[config.mk]
export PLATFORM = sky130hd
export DESIGN_NAME = rs_branch_flat
export DESIGN_NICKNAME = d
export VERILOG_FILES = /design/src/rtl/rs_branch_if.sv /design/src/rtl/rs_branch.sv /design/src/flat_wrapper.sv
export SDC_FILE = /design/constraint.sdc
export NUM_CORES = 2
export LEC_CHECK = 0
export ABC_AREA = 1
export BUFFER_PORTS_ARGS = -buffer_cell sky130_fd_sc_hd__clkbuf_2
export CORE_ASPECT_RATIO = 1.25
export CORE_UTILIZATION = 35
export CTS_CLUSTER_SIZE = 20
export DETAILED_ROUTE_END_ITERATION = 12
export SYNTH_ARGS = -nofsm -noshare
export SYNTH_HDL_FRONTEND = slang
export SYNTH_SLANG_ARGS = --single-unit
[constraint.sdc]
create_clock -name clk -period 66.6 [get_ports clk]
set_input_delay 0 -clock clk [delete_from_list [all_inputs] [get_ports clk]]
set_output_delay 0 -clock clk [all_outputs]
set_load 0.005 [all_outputs]
[src/rtl/rs_branch_if.sv]
// Shared uop record for the branch reservation station, plus the bundle of
// dispatch, wakeup, issue and flush signals between the RS and its neighbours.
package rs_branch_pkg;
  localparam int PREG_W = 7;
  localparam int ROB_W  = 4;

  typedef struct packed {
    logic [6:0]        opcode;
    logic [2:0]        func3;
    logic [31:0]       pc;
    logic [31:0]       imm;
    logic [PREG_W-1:0] pd;
    logic [PREG_W-1:0] ps1;
    logic [PREG_W-1:0] ps2;
    logic              ps1_ready;
    logic              ps2_ready;
    logic [ROB_W-1:0]  rob_index;
  } rs_data;
endpackage

interface rs_branch_if #(
  parameter int DEPTH  = 8,
  parameter int NUM_WB = 3
);
  import rs_branch_pkg::*;

  logic                                 disp_valid;
  rs_data                               disp_data;
  logic                                 disp_ready;
  logic [NUM_WB-1:0]                    wb_valid;
  logic [NUM_WB*PREG_W-1:0]             wb_tag;
  logic                                 fu_b_ready;
  logic                                 issued;
  rs_data                               data_out;
  logic [ROB_W-1:0]                     rob_head;
  logic                                 mispredict;
  logic [ROB_W-1:0]                     mispredict_tag;
  logic [$clog2(DEPTH):0]               count;

  modport master (
    output disp_valid, disp_data, wb_valid, wb_tag, fu_b_ready,
           rob_head, mispredict, mispredict_tag,
    input  disp_ready, issued, data_out, count
  );

  modport slave (
    input  disp_valid, disp_data, wb_valid, wb_tag, fu_b_ready,
           rob_head, mispredict, mispredict_tag,
    output disp_ready, issued, data_out, count
  );
endinterface

[src/rtl/rs_branch.sv]
// Branch-pipe reservation station: holds renamed branch uops, wakes them on
// writeback tags, issues the oldest ready one and squashes wrong-path entries.
module rs_branch
  import rs_branch_pkg::*;
#(
  parameter int DEPTH  = 8,
  parameter int NUM_WB = 3
) (
  input  logic        clk,
  input  logic        reset,
  rs_branch_if.slave  bus
);

  localparam int IDX_W = $clog2(DEPTH);
  localparam int CNT_W = IDX_W + 1;
  localparam logic [CNT_W-1:0] FULL = CNT_W'(DEPTH);

  logic [DEPTH-1:0] valid_q, valid_d;
  rs_data           entry_q [DEPTH];
  rs_data           entry_d [DEPTH];
  logic [CNT_W-1:0] count_q, count_d;
  logic             issued_q, issued_d;
  rs_data           data_out_q, data_out_d;

  logic [ROB_W-1:0] age [DEPTH];
  logic [ROB_W-1:0] flush_age;
  logic [DEPTH-1:0] cand, squash, wake1, wake2;

  logic             sel_found;
  logic [IDX_W-1:0] sel_idx;
  logic [ROB_W-1:0] sel_age;
  logic [IDX_W-1:0] alloc_idx;
  logic             disp_ready;
  logic             disp_fire;
  logic             issue_fire;
  rs_data           disp_entry;
  logic [CNT_W-1:0] squash_cnt;

  function automatic logic tag_hit(
    input logic [PREG_W-1:0]        tag,
    input logic [NUM_WB-1:0]        wv,
    input logic [NUM_WB*PREG_W-1:0] wt
  );
    logic hit;
    hit = 1'b0;
    for (int p = 0; p < NUM_WB; p++) begin
      if (wv[p] && (wt[p*PREG_W +: PREG_W] != '0) && (wt[p*PREG_W +: PREG_W] == tag))
        hit = 1'b1;
    end
    return hit;
  endfunction

  // Age is relative to the ROB head so index wrap-around never matters.
  assign flush_age = bus.mispredict_tag - bus.rob_head;

  for (genvar gi = 0; gi < DEPTH; gi++) begin : g_entry
    assign age[gi]    = entry_q[gi].rob_index - bus.rob_head;
    assign cand[gi]   = valid_q[gi] & entry_q[gi].ps1_ready & entry_q[gi].ps2_ready;
    assign squash[gi] = valid_q[gi] & bus.mispredict & (age[gi] > flush_age);
    assign wake1[gi]  = tag_hit(entry_q[gi].ps1, bus.wb_valid, bus.wb_tag);
    assign wake2[gi]  = tag_hit(entry_q[gi].ps2, bus.wb_valid, bus.wb_tag);
  end

  always_comb begin
    sel_found = 1'b0;
    sel_idx   = '0;
    sel_age   = '1;
    for (int i = 0; i < DEPTH; i++) begin
      if (cand[i] && (!sel_found || (age[i] < sel_age))) begin
        sel_found = 1'b1;
        sel_idx   = IDX_W'(i);
        sel_age   = age[i];
      end
    end
  end

  always_comb begin
    alloc_idx = '0;
    for (int i = DEPTH - 1; i >= 0; i--) begin
      if (!valid_q[i])
        alloc_idx = IDX_W'(i);
    end
  end

  assign disp_ready = (count_q < FULL);
  assign disp_fire  = bus.disp_valid & disp_ready & ~bus.mispredict;
  assign issue_fire = bus.fu_b_ready & sel_found & ~bus.mispredict;

  // An incoming uop sees this cycle's broadcasts so its wakeup is not lost.
  always_comb begin
    disp_entry = bus.disp_data;
    disp_entry.ps1_ready = bus.disp_data.ps1_ready | (bus.disp_data.ps1 == '0) |
                           tag_hit(bus.disp_data.ps1, bus.wb_valid, bus.wb_tag);
    disp_entry.ps2_ready = bus.disp_data.ps2_ready | (bus.disp_data.ps2 == '0) |
                           tag_hit(bus.disp_data.ps2, bus.wb_valid, bus.wb_tag);
  end

  always_comb begin
    valid_d    = valid_q;
    entry_d    = entry_q;
    squash_cnt = '0;
    for (int i = 0; i < DEPTH; i++) begin
      if (wake1[i]) entry_d[i].ps1_ready = 1'b1;
      if (wake2[i]) entry_d[i].ps2_ready = 1'b1;
      if (squash[i]) begin
        valid_d[i] = 1'b0;
        squash_cnt = squash_cnt + CNT_W'(1);
      end
    end
    if (issue_fire)
      valid_d[sel_idx] = 1'b0;
    if (disp_fire) begin
      valid_d[alloc_idx] = 1'b1;
      entry_d[alloc_idx] = disp_entry;
    end
    issued_d   = issue_fire;
    data_out_d = issue_fire ? entry_q[sel_idx] : '0;
    count_d    = count_q + CNT_W'(disp_fire) - CNT_W'(issue_fire) - squash_cnt;
  end

  always_ff @(posedge clk or posedge reset) begin
    if (reset) begin
      valid_q    <= '0;
      count_q    <= '0;
      issued_q   <= 1'b0;
      data_out_q <= '0;
      for (int i = 0; i < DEPTH; i++)
        entry_q[i] <= '0;
    end else begin
      valid_q    <= valid_d;
      count_q    <= count_d;
      issued_q   <= issued_d;
      data_out_q <= data_out_d;
      for (int i = 0; i < DEPTH; i++)
        entry_q[i] <= entry_d[i];
    end
  end

  assign bus.disp_ready = disp_ready;
  assign bus.issued     = issued_q;
  assign bus.data_out   = data_out_q;
  assign bus.count      = count_q;

endmodule

[src/flat_wrapper.sv]
// flat-port wrapper written by rule: the top's interface ports become plain ports
module rs_branch_flat import rs_branch_pkg::*;
#(
  parameter int DEPTH  = 8,
  parameter int NUM_WB = 3
)
  (clk, reset, bus_disp_valid, bus_disp_data, bus_wb_valid, bus_wb_tag, bus_fu_b_ready, bus_rob_head, bus_mispredict, bus_mispredict_tag, bus_disp_ready, bus_issued, bus_data_out, bus_count);
  rs_branch_if #(.DEPTH(DEPTH), .NUM_WB(NUM_WB)) bus_i ();
  input  logic clk;
  input  logic reset;
  input wire logic [$bits(bus_i.disp_valid)-1:0] bus_disp_valid;
  input wire logic [$bits(bus_i.disp_data)-1:0] bus_disp_data;
  input wire logic [$bits(bus_i.wb_valid)-1:0] bus_wb_valid;
  input wire logic [$bits(bus_i.wb_tag)-1:0] bus_wb_tag;
  input wire logic [$bits(bus_i.fu_b_ready)-1:0] bus_fu_b_ready;
  input wire logic [$bits(bus_i.rob_head)-1:0] bus_rob_head;
  input wire logic [$bits(bus_i.mispredict)-1:0] bus_mispredict;
  input wire logic [$bits(bus_i.mispredict_tag)-1:0] bus_mispredict_tag;
  output wire logic [$bits(bus_i.disp_ready)-1:0] bus_disp_ready;
  output wire logic [$bits(bus_i.issued)-1:0] bus_issued;
  output wire logic [$bits(bus_i.data_out)-1:0] bus_data_out;
  output wire logic [$bits(bus_i.count)-1:0] bus_count;
  assign bus_i.disp_valid = bus_disp_valid;
  assign bus_i.disp_data = bus_disp_data;
  assign bus_i.wb_valid = bus_wb_valid;
  assign bus_i.wb_tag = bus_wb_tag;
  assign bus_i.fu_b_ready = bus_fu_b_ready;
  assign bus_i.rob_head = bus_rob_head;
  assign bus_i.mispredict = bus_mispredict;
  assign bus_i.mispredict_tag = bus_mispredict_tag;
  assign bus_disp_ready = bus_i.disp_ready;
  assign bus_issued = bus_i.issued;
  assign bus_data_out = bus_i.data_out;
  assign bus_count = bus_i.count;
  rs_branch #(.DEPTH(DEPTH), .NUM_WB(NUM_WB)) u_core (.clk(clk), .reset(reset), .bus(bus_i));
endmodule
Word level (Yosys, flattened, before mapping)
Cells that the tools add are included.
Widths: inputs -> output; s select.
Storage, ports and cells
  register bits after elaboration: 922
  bits of input ports: 138
  output and inout bits: 107
  logic and storage cells: 451
Cells by class
  $add $sub $neg: 19
  order comparisons: 23
  equal/unequal tests: 54
  muxes and demuxes: 130
  bitwise operators: 46
  reductions and logical operators: 86
Operators by type and width (number)
  $bwmux 808: 1
  $mux 713: 1
  $mux 101: 4
  $eq 7x7->1: 54
  $bmux 101 s3: 1
  $demux 101 s3: 1
  $mux 1: 90
  $logic_and 1x1->1: 67
  $mux 4: 14
  $sub 4x4->4: 10
  $and 1x1->1: 36
  $mux 3: 12
  $gt 4x4->1: 8
  $lt 4x4->1: 7
  $add 4x1->4 const B: 6
  $reduce_bool 7->1: 3
  $mux 8: 2
  $logic_not 7->1: 2
  $and 8x8->8: 1
  $ge 4x4->1 const B: 2
  $lt 3x4->1 const B: 2
  $not 3->4: 2
  $not 8->8: 1
  $or 8x8->8: 1
  other kinds (12): 30

Depth between registers and ports, before layout
  depth after elaboration: 40
  gate-level depth with buffers: 76
  mapped depth without buffers: 73

Worst setup path after synthesis
OpenSTA, ideal clock, no wires.
  path type: in2reg
  start: in bus_rob_head[1]
  end: reg u_core.valid_q[1]
  setup time: 126 ps
  arrival: 7919 ps
  setup slack: 58555 ps
  cell stages on the path: 58
  cell sequence: inv_1 -> ha_1 -> nand2_1 -> o21ai_0 -> xor2_1 -> nor2_1 -> ha_1 -> a21oi_1 -> nand2_1 -> nand2_2 -> nand2_2 -> o21ai_0 -> ha_1 -> a21oi_1 -> nand2_1 -> nand2_2 -> nand2_4 -> o21ai_0 -> [... 22 more ...] -> nand2_1 -> nand2_1 -> nand2_2 -> nand2_4 -> clkbuf_1 -> clkbuf_1 -> o21ai_0 -> ha_1 -> a21oi_1 -> nand2_1 -> nand2_2 -> nand2_4 -> nand2_4 -> buf_2 -> buf_4 -> nand2_1 -> o21ai_1 -> nand2_1
Between the ends
  cells in the longest elaborated chain, start to end: 39
  elaborated cells on any way between the ends: 72
  those cells by class: add/sub: 9; order compare: 10; mux: 26; bitwise: 6; reduce/logical: 21
RTL lines
  start, declared: line flat_wrapper.sv:16  | input wire logic [$bits(bus_i.rob_head)-1:0] bus_rob_head;
  $sub 4x4->4: line rs_branch.sv:57  | assign age[gi] = entry_q[gi].rob_index - bus.rob_head;
  $mux 4: line rs_branch.sv:69  | if (cand[i] && (!sel_found || (age[i] < sel_age))) begin
  $lt 4x4->1: line rs_branch.sv:69
  $logic_or 1x1->1: line rs_branch.sv:69
  $logic_and 1x1->1: line rs_branch.sv:69
  $mux 4 / $mux 1 (equally long branches): line rs_branch.sv:69
  $lt 4x4->1 / $logic_not 1->1 (equally long branches): line rs_branch.sv:69
  $logic_or 1x1->1: line rs_branch.sv:69
  [... 24 more ...]
  $mux 1 (not written as such): line rs_branch.sv:111  | valid_d[sel_idx] = 1'b0;
  $demux 1 s3
  $not 8->8 (no line)
  $and 8x8->8 (no line)
  $mux 8 (*): line rs_branch.sv:110  | if (issue_fire)
  $or 8x8->8 (no line)
  $mux 8 (*): line rs_branch.sv:112  | if (disp_fire) begin
  via u_core.valid_d[1]: line rs_branch.sv:18  | logic [DEPTH-1:0] valid_q, valid_d;
  end signal, assigned: line rs_branch.sv:130  | valid_q <= valid_d;
  end, declared: line rs_branch.sv:18
The timed path passes the listed nets; every way through them passes the cells marked *.
A chain may end at the register's enable or synchronous reset.

==> flow_summary.html <==
<table>
<tr><th>Metric</th><th>Value</th></tr>
<tr><th colspan="2">Global route</th></tr>
<tr><td>Maximum number of pins on one net before global-route repair</td><td>about 210</td></tr>
<tr><td>First-pass GRT wire length</td><td>between 200000 and 250000 um</td></tr>
<tr><td>GRT Util Overall</td><td>0.222</td></tr>
<tr><td>Global-route congestion overflow total</td><td>0</td></tr>
<tr><td>Number of global-route vias before repair</td><td>just under 40000</td></tr>
<tr><td>Antenna violations before repair</td><td>1</td></tr>
<tr><th colspan="2">Worst hold path</th></tr>
<tr><td>Worst hold-check path type</td><td>input port to flop</td></tr>
<tr><td>Instance count along the most critical hold path</td><td>4</td></tr>
<tr><td>Launch instance of the worst min-delay path</td><td>bus_fu_b_ready</td></tr>
<tr><th colspan="2">Synthesis</th></tr>
<tr><td>Number of distinct standard cells referenced by the synthesized netlist</td><td>between 40 and 50</td></tr>
<tr><td>Synthesized Nets</td><td>between 6000 and 7000</td></tr>
<tr><td>Instance count of the mapped netlist</td><td>about 5800</td></tr>
<tr><td>Register bit count reported by yosys</td><td>between 900 and 1000</td></tr>
<tr><td>Number of enable-type register cells in the synthesized netlist</td><td>0</td></tr>
<tr><td>Yosys top cell area share</td><td>0.488</td></tr>
<tr><td>Biggest area contributors in the synthesized netlist</td><td>sky130_fd_sc_hd__dfrtp_1, sky130_fd_sc_hd__nand2_1, sky130_fd_sc_hd__o21ai_0</td></tr>
<tr><td>Area of the mapped netlist</td><td>about 0.047 mm2</td></tr>
<tr><td>Most repeated cell in the gate-level netlist after synthesis</td><td>sky130_fd_sc_hd__nand2_1</td></tr>
<tr><td>Fraction of the yosys area taken by sequential cells</td><td>0.488</td></tr>
<tr><td>Cell accounting for the most synthesized area</td><td>sky130_fd_sc_hd__dfrtp_1</td></tr>
<tr><td>Proportion of synthesized flip-flops having asynchronous set or reset</td><td>1.00</td></tr>
<tr><td>Most numerous cell types in the synthesized netlist</td><td>sky130_fd_sc_hd__nand2_1, sky130_fd_sc_hd__o21ai_0, sky130_fd_sc_hd__dfrtp_1</td></tr>
<tr><td>Syn_area_per_cell</td><td>between 8 and 9 um2</td></tr>
<tr><td>Synthesis warning total</td><td>0</td></tr>
<tr><td>Most used flip-flop cell after synthesis</td><td>sky130_fd_sc_hd__dfrtp_1</td></tr>
<tr><th colspan="2">Route</th></tr>
<tr><td>ANT nets after route</td><td>0</td></tr>
<tr><td>Average wire per standard cell</td><td>between 15 and 20 um</td></tr>
<tr><td>Violation count after the first detailed-routing iteration</td><td>between 3000 and 4000</td></tr>
<tr><td>Aggregate routed wire length</td><td>around 150000 um</td></tr>
<tr><td>First-pass DRT Iterations</td><td>7</td></tr>
<tr><td>DRC viols</td><td>0</td></tr>
<tr><td>Via Count</td><td>about 40000</td></tr>
<tr><td>Average vias per placed instance</td><td>about 5.3</td></tr>
<tr><th colspan="2">STA</th></tr>
<tr><td>Final-report max-slew violation count</td><td>0</td></tr>
<tr><td>Minimum hold slack</td><td>between 0.1 and 0.15 ns</td></tr>
<tr><td>Layout Skew</td><td>~0.036 ns</td></tr>
<tr><td>Relative slew slack</td><td>0.179</td></tr>
<tr><td>Final min period</td><td>around 12 ns</td></tr>
<tr><td>RSZ-0062 raised after global routing</td><td>no</td></tr>
<tr><td>Number of setup violations in the final report</td><td>0</td></tr>
<tr><td>Max Clk Rate</td><td>between 80 and 90 MHz</td></tr>
<tr><td>Worst-margin pin slew</td><td>about 1.2 ns</td></tr>
<tr><td>Setup_tns</td><td>0 ns</td></tr>
<tr><td>Final worst path period share</td><td>0.179</td></tr>
<tr><td>Fin. Hold Viols</td><td>0</td></tr>
<tr><th colspan="2">Run</th></tr>
<tr><td># Max-Cap Violations</td><td>0</td></tr>
<tr><th colspan="2">CTS</th></tr>
<tr><td>Clock sink total</td><td>about 920</td></tr>
<tr><td>Max Root-Sink Buffers</td><td>3</td></tr>
<tr><td>H-tree Lvls</td><td>3</td></tr>
<tr><td>TritonCTS clock tree</td><td>built</td></tr>
<tr><td>Clock root cell</td><td>sky130_fd_sc_hd__clkbuf_16</td></tr>
<tr><td>Cts repair resizes</td><td>0</td></tr>
<tr><td>Number of buffers inserted during clock tree synthesis</td><td>96</td></tr>
<tr><td>Clock-pin transition on the worst setup and hold timing paths</td><td>0.06 ns</td></tr>
<tr><td>Clk Latency, worst-skew pair</td><td>0.74 ns</td></tr>
<tr><th colspan="2">Setup path</th></tr>
<tr><td>Setup crit end kind</td><td>flop</td></tr>
<tr><td>Setup slack, reg-to-reg</td><td>54.68 ns</td></tr>
<tr><td>Biggest fanout along the worst timing path</td><td>between 150 and 200</td></tr>
<tr><td>Worst Path Class, Setup</td><td>flop to flop</td></tr>
<tr><td>Crit Reg-Reg Startpoint</td><td>u_core.entry_q[606]</td></tr>
<tr><td>Nature of the critical path startpoint</td><td>flop</td></tr>
<tr><td>Critical Path Start</td><td>u_core.entry_q[606]</td></tr>
<tr><td>Standard cell with the maximum stage delay on the critical path</td><td>sky130_fd_sc_hd__nand2_8</td></tr>
<tr><td>Data required, critical path</td><td>67.25 ns</td></tr>
<tr><td>Cell repeated most along the worst path</td><td>sky130_fd_sc_hd__nand2_1</td></tr>
<tr><td>Longest individual stage delay on the worst path</td><td>between 0.9 and 1 ns</td></tr>
<tr><td>Worst R2R Path Depth</td><td>58</td></tr>
<tr><td>Signal arrival time at the worst endpoint</td><td>12.57 ns</td></tr>
<tr><th colspan="2">Pwr</th></tr>
<tr><td>Clock share of power</td><td>0.258</td></tr>
<tr><td>Relative contribution of combinational cells to total power</td><td>0.374</td></tr>
<tr><td>Pwr Density</td><td>roughly 42 mW/mm2</td></tr>
<tr><td>PnR Total Power</td><td>about 0.0022 W</td></tr>
<tr><td>Sequential group share of total power</td><td>0.369</td></tr>
<tr><td>Switching fraction of total power</td><td>0.410</td></tr>
<tr><td>P_int</td><td>between 0.001 and 0.0015 W</td></tr>
<tr><td>P_leak</td><td>around 25 nW</td></tr>
<tr><td>Largest vdd supply drop</td><td>a little over 0.04 mV</td></tr>
<tr><td>NetSw</td><td>approximately 0.00092 W</td></tr>
<tr><th colspan="2">Die</th></tr>
<tr><td>Starting density of the core</td><td>0.353</td></tr>
<tr><td>Vertical extent of the die</td><td>a little over 400 um</td></tr>
<tr><td>Core region area</td><td>~0.13 mm2</td></tr>
<tr><td>Std cell rows</td><td>150</td></tr>
<tr><td>Num ports</td><td>between 200 and 250</td></tr>
<tr><td>Die Area</td><td>0.136 mm2</td></tr>
<tr><td>X dimension of the die</td><td>331 um</td></tr>
<tr><th colspan="2">Outcome</th></tr>
<tr><td>Status</td><td>complete, no violations</td></tr>
<tr><th colspan="2">Layout</th></tr>
<tr><td>Synth-to-layout area growth</td><td>13.5%</td></tr>
<tr><td>Number of fill cells in the layout</td><td>~14000</td></tr>
<tr><td>Fraction of final layout cells with drive strength greater than 1</td><td>0.0850</td></tr>
<tr><td>Number of antenna repair diodes</td><td>0</td></tr>
<tr><td>Final layout net count</td><td>approximately 6000</td></tr>
<tr><th colspan="2">Placed design</th></tr>
<tr><td># port buffers</td><td>around 240</td></tr>
<tr><td>RD Place Congestion</td><td>approximately 0.89</td></tr>
<tr><td>Estimated wirelength of the detail-placed design</td><td>~90000 um</td></tr>
</table>
## path summary, 6_finish.rpt
check	endpoint
worst max-delay path	u_core.bus.data_out[66]
worst min-delay path	u_core.bus.data_out[4]
worst max register to register	u_core.bus.data_out[66]
worst min register to register	u_core.entry_q[189]
max in group asynchronous	u_core.entry_q[74]
min in group asynchronous	u_core.entry_q[744]
## registers in the layout, summed over array words and instances (netlist names)
name                 cells
u_core.valid_q           8
u_core.bus.data_out    101
u_core.bus.count         4
u_core.entry_q         808
u_core.bus.issued        1
## worst max-delay path, delay by kind of cell, from the launching register on
family | cells | cell delay, ns
AO/OA/AOI/OAI | 12 | 2.38
flip-flops | 1 | 0.39
XOR/XNOR | 1 | 0.35
AND/OR/NAND/NOR | 31 | 4.09
adder cells (fa/ha/maj) | 9 | 2.67
buffers and inverters | 5 | 1.84
## metal layers
layer	part of all wire	vias up	track usage	wire, um
li1	-	18900	-	-
met2	0.48	1265	0.363	72300
met3	0.053	310	0.0289	8020
met4	0.039	0	0.0933	6000
met5	0	-	0	0
met1	0.43	19800	0.293	65500
## placed cells by master, fill, tap and decap left out, types with 3 or more instances in the layout
master	count
sky130_fd_sc_hd__or4_1	3
sky130_fd_sc_hd__clkbuf_2	244
sky130_fd_sc_hd__a311oi_1	4
sky130_fd_sc_hd__o21ai_1	6
sky130_fd_sc_hd__clkinv_2	25
sky130_fd_sc_hd__o211ai_1	6
sky130_fd_sc_hd__nand2_2	14
sky130_fd_sc_hd__o2111ai_1	3
sky130_fd_sc_hd__nand4_1	35
sky130_fd_sc_hd__dlygate4sd3_1	110
sky130_fd_sc_hd__a211oi_1	3
sky130_fd_sc_hd__clkbuf_8	17
sky130_fd_sc_hd__clkbuf_1	13
sky130_fd_sc_hd__bufinv_16	13
sky130_fd_sc_hd__clkinvlp_4	4
sky130_fd_sc_hd__nor3_1	45
sky130_fd_sc_hd__inv_6	3
sky130_fd_sc_hd__nor2_4	3
sky130_fd_sc_hd__dfrtp_1	922
sky130_fd_sc_hd__fa_1	12
sky130_fd_sc_hd__clkbuf_16	96
sky130_fd_sc_hd__buf_12	3
sky130_fd_sc_hd__buf_4	45
sky130_fd_sc_hd__nor2_1	151
sky130_fd_sc_hd__nand2_4	11
sky130_fd_sc_hd__nor3_2	3
sky130_fd_sc_hd__xnor2_1	72
sky130_fd_sc_hd__a21oi_1	123
sky130_fd_sc_hd__nand2_1	1520
sky130_fd_sc_hd__a31oi_1	12
sky130_fd_sc_hd__a41oi_1	5
sky130_fd_sc_hd__o21ai_0	934
sky130_fd_sc_hd__ha_1	90
sky130_fd_sc_hd__nor4_1	55
sky130_fd_sc_hd__inv_1	222
sky130_fd_sc_hd__nand3_1	651
sky130_fd_sc_hd__xor2_1	346
## cell type report
class | instances | area [um2] | area share
well taps | 1748 | 2190 | 0.0408
inverters | 224 | 851 | 0.0159
multi-input cells | 4122 | 21400 | 0.399
flip-flops and latches | 922 | 23100 | 0.430
repair buffers | 402 | 2720 | 0.0507
clock buffers | 126 | 2690 | 0.0501
clock inverters | 52 | 706 | 0.0132
## timing repair
| action | CTS | global route |
|---|---|---|
| buffers inserted | 0 | 0 |
| endpoints found under the hold margin | 917 | 0 |
| hold buffers | 110 | 0 |
## metrics by stage
stage	instance area, um2	std cells	util	setup WS [ns]
after floorplan	47200	5768	-	40.68
after global placement	49100	7308	0.367	54.49
after detailed placement	49100	7308	0.367	54.36
after CTS	53600	7596	0.401	54.52
after global routing	53600	7596	0.401	53.36
final	53600	7596	0.401	54.68
## power by group through the flow
stage	Combinational, W	Clock, W	Sequential, W
floorplan	0.000633	0	0.000782
global placement	0.000823	0	0.000832
detailed placement	0.000835	0	0.000834
CTS	0.000844	0.000593	0.000826
global route	0.000954	0.000614	0.000844
finish	0.000840	0.000579	0.000828
## cell families (layout without fill, tap and decap cells)
logic type,Yosys count,after routing,synth area share
simple gates,2500,2500,0.225
compound gates,1102,1102,0.119
flops,922,922,0.488
buf+inv,724,804,0.0612
xor+xnor,418,418,0.0775
fa+ha+maj,102,102,0.0289
No activity file was read; power rests on OpenSTA's default activity.
